<file path="src/rtl/uart_pkg.sv">
// Shared UART definitions: receiver/transmitter state set and bit-period helper.
package uart_pkg;

   typedef enum logic [1:0] {
      IDLE  = 2'd0,
      START = 2'd1,
      DATA  = 2'd2,
      STOP  = 2'd3
   } uart_state_e;

   function automatic int uart_div(input int freq, input int baud);
      return freq / baud;
   endfunction

endpackage

</file>
<file path="src/rtl/sync2.sv">
// Two-flop synchronizer for a single asynchronous input; reset level selectable.
module sync2 #(
   parameter logic RST_VAL = 1'b1
) (
   input  logic clk_i,
   input  logic rstn_i,
   input  logic d_i,
   output logic q_o
);

   logic r_meta;
   logic r_sync;

   always_ff @(posedge clk_i or negedge rstn_i) begin
      if (!rstn_i) begin
         r_meta <= RST_VAL;
         r_sync <= RST_VAL;
      end else begin
         r_meta <= d_i;
         r_sync <= r_meta;
      end
   end

   assign q_o = r_sync;

endmodule

</file>
<file path="src/rtl/uart_rx.sv">
// 8N1 UART receiver with mid-bit sampling, one-byte holding register,
// frame-error and overrun pulses.
//
// state | meaning
// IDLE  | line idle; wait for low while armed (armed once line seen high)
// START | half bit delay, confirm start bit still low
// DATA  | sample 8 data bits LSB first, one per bit period
// STOP  | sample stop bit; deliver byte or flag frame error
module uart_rx
   import uart_pkg::*;
#(
   parameter int FREQ = 27_000_000,
   parameter int BAUD = 115200
) (
   input  logic       clk_i,
   input  logic       rstn_i,
   input  logic       rx_i,
   output logic [7:0] data_o,
   output logic       valid_o,
   input  logic       ready_i,
   output logic       frame_err_o,
   output logic       overrun_o
);

   localparam int DIV = uart_div(FREQ, BAUD);
   localparam int CW  = $clog2(DIV);
   localparam logic [CW-1:0] C_FULL = CW'(DIV - 1);
   localparam logic [CW-1:0] C_HALF = CW'(DIV / 2 - 1);
   localparam logic [CW-1:0] C_ONE  = CW'(1);

   generate
      if (DIV < 4) begin : g_div_chk
         $error("uart_rx: FREQ/BAUD must be at least 4");
      end
   endgenerate

   logic          w_rx_s;
   uart_state_e   r_state;
   logic [CW-1:0] r_cnt;
   logic [2:0]    r_idx;
   logic [7:0]    r_shift;
   logic          r_armed;
   logic          r_deliver;
   logic          r_frame_err;
   logic [7:0]    r_data;
   logic          r_valid;
   logic          r_overrun;

   sync2 #(.RST_VAL(1'b1)) u_sync (
      .clk_i  (clk_i),
      .rstn_i (rstn_i),
      .d_i    (rx_i),
      .q_o    (w_rx_s)
   );

   always_ff @(posedge clk_i or negedge rstn_i) begin
      if (!rstn_i) begin
         r_state     <= IDLE;
         r_cnt       <= '0;
         r_idx       <= '0;
         r_shift     <= '0;
         r_armed     <= 1'b0;
         r_deliver   <= 1'b0;
         r_frame_err <= 1'b0;
      end else begin
         r_deliver   <= 1'b0;
         r_frame_err <= 1'b0;
         case (r_state)
            IDLE: begin
               // Disarmed after a frame error so a held break cannot retrigger.
               if (w_rx_s) begin
                  r_armed <= 1'b1;
               end else if (r_armed) begin
                  r_state <= START;
                  r_cnt   <= C_HALF;
               end
            end
            START: begin
               if (r_cnt == '0) begin
                  if (!w_rx_s) begin
                     r_state <= DATA;
                     r_cnt   <= C_FULL;
                     r_idx   <= '0;
                  end else begin
                     r_state <= IDLE;
                  end
               end else begin
                  r_cnt <= r_cnt - C_ONE;
               end
            end
            DATA: begin
               if (r_cnt == '0) begin
                  r_shift[r_idx] <= w_rx_s;
                  r_cnt          <= C_FULL;
                  if (r_idx == 3'd7) begin
                     r_state <= STOP;
                  end else begin
                     r_idx <= r_idx + 3'd1;
                  end
               end else begin
                  r_cnt <= r_cnt - C_ONE;
               end
            end
            STOP: begin
               if (r_cnt == '0) begin
                  r_state <= IDLE;
                  if (w_rx_s) begin
                     r_deliver <= 1'b1;
                  end else begin
                     r_frame_err <= 1'b1;
                     r_armed     <= 1'b0;
                  end
               end else begin
                  r_cnt <= r_cnt - C_ONE;
               end
            end
            default: r_state <= IDLE;
         endcase
      end
   end

   // Holding register: a delivery may replace a byte only if it is being consumed.
   always_ff @(posedge clk_i or negedge rstn_i) begin
      if (!rstn_i) begin
         r_data    <= 8'h00;
         r_valid   <= 1'b0;
         r_overrun <= 1'b0;
      end else begin
         r_overrun <= 1'b0;
         if (r_deliver) begin
            if (!r_valid || ready_i) begin
               r_data  <= r_shift;
               r_valid <= 1'b1;
            end else begin
               r_overrun <= 1'b1;
            end
         end else if (r_valid && ready_i) begin
            r_valid <= 1'b0;
         end
      end
   end

   assign data_o      = r_data;
   assign valid_o     = r_valid;
   assign frame_err_o = r_frame_err;
   assign overrun_o   = r_overrun;

endmodule

</file>
<file path="config.mk">
export PLATFORM = sky130hd
export DESIGN_NAME = uart_rx
export DESIGN_NICKNAME = d
export VERILOG_FILES = /design/src/rtl/uart_pkg.sv /design/src/rtl/sync2.sv /design/src/rtl/uart_rx.sv
export SDC_FILE = /design/constraint.sdc
export NUM_CORES = 1
export LEC_CHECK = 0
export CAP_MARGIN = 15
export CELL_PAD_IN_SITES_DETAIL_PLACEMENT = 0
export CELL_PAD_IN_SITES_GLOBAL_PLACEMENT = 2
export CORE_UTILIZATION = 41
export CTS_CLUSTER_DIAMETER = 40
export DETAILED_ROUTE_END_ITERATION = 12
export PLACE_DENSITY = 0.83
export SLEW_MARGIN = 0
export SYNTH_ARGS = -nofsm -noshare
export SYNTH_HDL_FRONTEND = slang
export SYNTH_HIERARCHICAL = 1
export SYNTH_SLANG_ARGS = --single-unit
</file>
<file path="constraint.sdc">
create_clock -name clk_i -period 3.9 [get_ports clk_i]
set_input_delay 0.585 -clock clk_i [delete_from_list [all_inputs] [get_ports clk_i]]
set_output_delay 0.585 -clock clk_i [all_outputs]
set_load 0.01 [all_outputs]
</file>
# Yosys cells after proc, flatten, opt, wreduce, memory -nomap -nowiden
# Index checks and enable logic that the tools add are counted.
[totals]
output_inout_bits = 11
regBits = 36
wordCells = 87
inputBits = 4
[classes]
magnitude_cmp = 2
n_mux = 38
reduce_logical = 16
addsub = 2
eq_ne = 17
[op_table]
columns = ["op", "n"]
rows = [
  ["$mux 8", 6],
  ["$pmux 8 s4", 1],
  ["$ne 2x2->1 const B", 10],
  ["$mux 1", 15],
  ["$mux 2", 7],
  ["$mux 3", 4],
  ["$bwmux 8", 1],
  ["$logic_not 8->1", 1],
  ["$pmux 2 s4", 1],
  ["$reduce_and 4->1", 2],
  ["$sub 8x1->8 const B", 1],
  ["$pmux 3 s2", 1],
  ["$reduce_and 2->1", 3],
  ["$reduce_and 6->1", 1],
  ["$reduce_bool 2->1", 3],
  ["$reduce_and 5->1", 1],
  ["$eq 2x2->1 const B", 2],
  ["$lt 3x4->1 const B", 1],
  ["$ne 2x1->1 const B", 2],
  ["$add 3x1->3 const B", 1],
  ["$demux 1 s3", 1],
  ["$eq 3x3->1 const B", 1],
  ["$ge 3x1->1 const B", 1],
  ["$ne 3x3->1 const B", 1],
  ["other kinds (6)", 7],
]

# Longest topological paths before layout
[depth]
ltp_word = 5
mapped_depth = 7
ltp_nobuf = 6

# By module
# Netlist, hierarchy kept.
[by_module_without_submodules]
columns = ["module", "area_per_inst_um2", "cells_each", "seq_area_each_um2", "n_inst"]
rows = [
  ["uart_rx", 1825.5, 172, 850.8, 1],
  ["sync2", 52.6, 2, 52.6, 1],
]

# Least setup slack after synthesis
# Ideal clock, no wire load.
[synth_timing]
path_type = "reg-to-reg"
start = "register r_cnt[0]"
end = "register r_shift[0]"
required_time_ps = 3775
setup_ps = 125
synth_period_minus_slack_ps = 1817
t_arrival_ps = 1693
slack_ps = 2083
n_path_buf = 0
path_stages_with_launch = 7
cell_sequence = "dfrtp_1 > inv_1 > ha_1 > nor4b_4 > nand4b_2 > nor3_2 > mux2_2"
[synth_between]
elab_chain_len = 2
[synth_rtl]
columns = ["item", "line", "source"]
rows = [
  ["start: declaration", "uart_rx.sv:39", "logic [CW-1:0] r_cnt;"],
  ["start signal: assignment", "uart_rx.sv:88", "r_cnt <= r_cnt - C_ONE;"],
  ["start signal: assignment", "uart_rx.sv:101", "r_cnt <= r_cnt - C_ONE;"],
  ["start signal: assignment", "uart_rx.sv:114", "r_cnt <= r_cnt - C_ONE;"],
  ["$logic_not 8->1", "uart_rx.sv:92", "if (r_cnt == '0) begin"],
  ["$reduce_and 2->1 (no source line)", "n/a", ""],
  ["end signal: indexed assignment", "uart_rx.sv:93", "r_shift[r_idx] <= w_rx_s;"],
  ["end: declaration", "uart_rx.sv:41", "logic [7:0] r_shift;"],
]
# No other way between the ends.
# A chain may end at the register's enable or synchronous reset.

# Worst setup path after layout
[layout_timing]
start = "register r_cnt[0]"
end = "register r_shift[6]"
# Same word-level chain as after synthesis.

==> flow_metrics.tcl <==
set metrics [dict create \
    yosys.cell_types.count 46 \
    grt_overflow_total 0 \
    critPathRequiredTime_ns 4.07 \
    internal-power_uw 872 \
    io_pins 15 \
    cp-end-kind "flip-flop" \
    hold_viol_final 0 \
    dp.cells 234 \
    relSlewSlack 0.456 \
    cp_max_fo 9 \
    drc 0 \
    status "finished clean" \
    maxSlewViolCount 0 \
    viasPerCell 5.71 \
    synth-edff-count 0 \
    r2r_end "r_shift[6]" \
    cts_resized 0 \
    die_h_um 69.7 \
    cts_root_buffer "clkbuf_8" \
    tns_ns 0 \
    ir_drop_v 0.000333 \
    cts_buffers 5 \
    wl_per_cell_um 15.5 \
    fin_area_um2 2160 \
    clock_power_share 0.228 \
    rr_startpoint "r_cnt[0]" \
    cellLeakagePower_nw 1.00 \
    clock_path_buffers 2 \
    die_x_um 69.7 \
    reg2regPathDepth 6 \
    cp-start-kind "flip-flop" \
    portBuffers 14 \
    dr_total_vias 1382 \
    start_util 0.428 \
    grt_pass1_vias 1343 \
    grt_max_degree 37 \
    cts_htree_levels 2 \
    areaGrowthSynthToFinish_pct 14.9 \
    post-route-period-util 0.548 \
    crit_start "r_cnt[0]" \
    core-area_um2 4380 \
    ys_ff_latch 36 \
    max_freq_mhz 468 \
    maxCapViolations 0 \
    rsz0062_at_grt "no" \
    drtIter0Drc 97 \
    worst_slew_pin_slew_ns 0.815 \
    final.setup_skew_ns 0.0104 \
    synthCells 174 \
    drive_above_1_share 0.195 \
    nFillCells 415 \
    async_flop_share 1.00 \
    critical_path_class "reg -> reg" \
    yosysWarnings 6 \
    cts_tree "built" \
    arrival_ns 2.31 \
    worst-r2r-setup-slack_ns 1.76 \
    hpwlAfterDp_um 2560 \
    worstHoldPathType "reg -> reg" \
    routabilityCongestion 0.815 \
    p_comb_frac 0.397 \
    grt_pass1_wl_um 6730 \
    syn-num-nets 185 \
    track_usage 0.174 \
    syn_area_per_cell_um2 10.8 \
    switching_share 0.381 \
    clock-sinks 36 \
    die_area_um2 4860 \
    cts_hold_buf 0 \
    cts.reportedPaths.clkPinSlew_ns 0.07 \
    ant_nets 0 \
    switchingPower_uw 537 \
    yosysSeqAreaShare 0.481 \
    worstSkewPairLatency_ns 0.28 \
    pwr-share-seq 0.375 \
    grt_antenna_before_repair 0 \
    ys.flop_type "dfrtp_1" \
    fin_cells 242 \
    powerDensity_nw_per_um2 653 \
    n_antenna_cell 0 \
    final_util 0.492 \
    timing.final.crit_period_ns 2.14 \
    drt_wl_total_um 3760 \
    hp-start "u_sync/r_meta" \
    first_pass_iters 4 \
    syn_area_um2 1880 \
    setup_viol 0 \
    crit_end "r_shift[6]" \
    postCtsSetupRepairBufs 0 \
    placementRows 24 \
    placed_area_um2 2050 \
    fin_nets 200 \
]
==> sequential cells by signal, indices dropped and copies added, names as in the netlist, 3 cells and up, named ones only <==
signal	count
data_o	8
r_idx	3
r_shift	8
r_cnt	8
==> metal layers <==
metal / share of wire / wire, um / vias to the layer above / GRT usage
met5: 0 / 0 / - / 0
met2: 0.46 / 1730 / 32 / 0.250
li1: - / - / 655 / -
met3: 0.043 / 161 / 5 / 0.0407
met4: 0.011 / 40 / 0 / 0.0533
met1: 0.49 / 1830 / 690 / 0.261
==> area by class of cell <==
class | count | area [um2] | share of cell area
Sequential cell | 36 | 903 | 0.419
Clock inverter | 2 | 35.0 | 0.0162
Tap cell | 52 | 65.1 | 0.0301
Inverter | 9 | 33.8 | 0.0157
Clock buffer | 6 | 72.6 | 0.0336
Multi-Input combinational cell | 123 | 913 | 0.423
Timing Repair Buffer | 14 | 135 | 0.0626
==> cells in the mapped netlist (2+ instances only) <==
cell type / count / area [um2]
nor3b_1: 2 / 15.0
o22a_1: 2 / 17.5
nor2b_1: 3 / 18.8
nor2_1: 16 / 60.1
inv_1: 9 / 33.8
nand2_1: 10 / 37.5
a31oi_1: 2 / 12.5
a22o_1: 2 / 17.5
a21oi_1: 8 / 40.0
nand2b_1: 4 / 25.0
nand4b_1: 2 / 17.5
mux2_2: 17 / 191
dfrtp_1: 34 / 851
a32o_1: 2 / 20.0
a2bb2oi_1: 2 / 17.5
nor3_2: 2 / 20.0
ha_1: 7 / 87.6
nor3_1: 6 / 30.0
clkbuf_1: 2 / 7.51
nand3_1: 4 / 20.0
o21ai_0: 10 / 50.1
buf_2: 3 / 15.0
dfstp_2: 2 / 52.6
==> cell families after synthesis <==
family / Yosys count / synth area share
AO/OA/AOI/OAI: 38 / 0.138
XOR/XNOR: 1 / 0.00466
adder cells (fa/ha/maj): 7 / 0.0466
buffers and inverters: 15 / 0.0326
flip-flops: 36 / 0.481
multiplexers: 18 / 0.107
AND/OR/NAND/NOR: 59 / 0.190
==> worst min path at each step <==
stage               depth (start not counted)                         end  slack, ns
floorplan                                   0  asynchronous set/reset pin       0.29
global placement                            0                  u_sync/q_o       0.35
detailed placement                          0                  u_sync/q_o       0.35
CTS                                         0                  u_sync/q_o       0.36
global route                                0                  u_sync/q_o       0.37
finish                                      0                  u_sync/q_o       0.36
==> layout by cell type, fill, tap and decap left out, drive strengths merged, types with 3 or more instances in the layout <==
cell type and count:
nand2 10, inv 9, o21ai 11, nor2 16, nand4b 3, clkdlybuf4s50 13, ha 7, a21oi 8
clkbuf 6, nor2b 3, mux2 17, nand2b 4, nand3 4, dfrtp 34, nor3 9
==> critical path, stage by stage, from the launching register on <==
cell and delay, ns:
dfrtp_1 0.41, inv_1 0.07, ha_1 0.26, nor4b_4 0.49
nand4b_2 0.25, nor2_1 0.21, mux2_2 0.35
==> power by group through the flow <==
stage	Combinational [mW]	Clock, mW	Sequential, mW
2_1_floorplan	0.453	0	0.513
3_3_place_gp	0.551	0	0.532
3_5_place_dp	0.551	0	0.535
4_1_cts	0.554	0.332	0.528
5_1_grt	0.632	0.348	0.540
6_report	0.560	0.321	0.528
==> stage by stage <==
stage | total power, mW | hold slack [ns] | setup slack (ns)
finish | 1.41 | 0.358 | 1.76
global route | 1.52 | 0.369 | 1.56
CTS | 1.41 | 0.362 | 1.76
detailed placement | 1.09 | 0.348 | 1.78
global placement | 1.08 | 0.351 | 1.84
floorplan | 0.966 | 0.289 | 2.08
(Power assumes the default switching activity.)
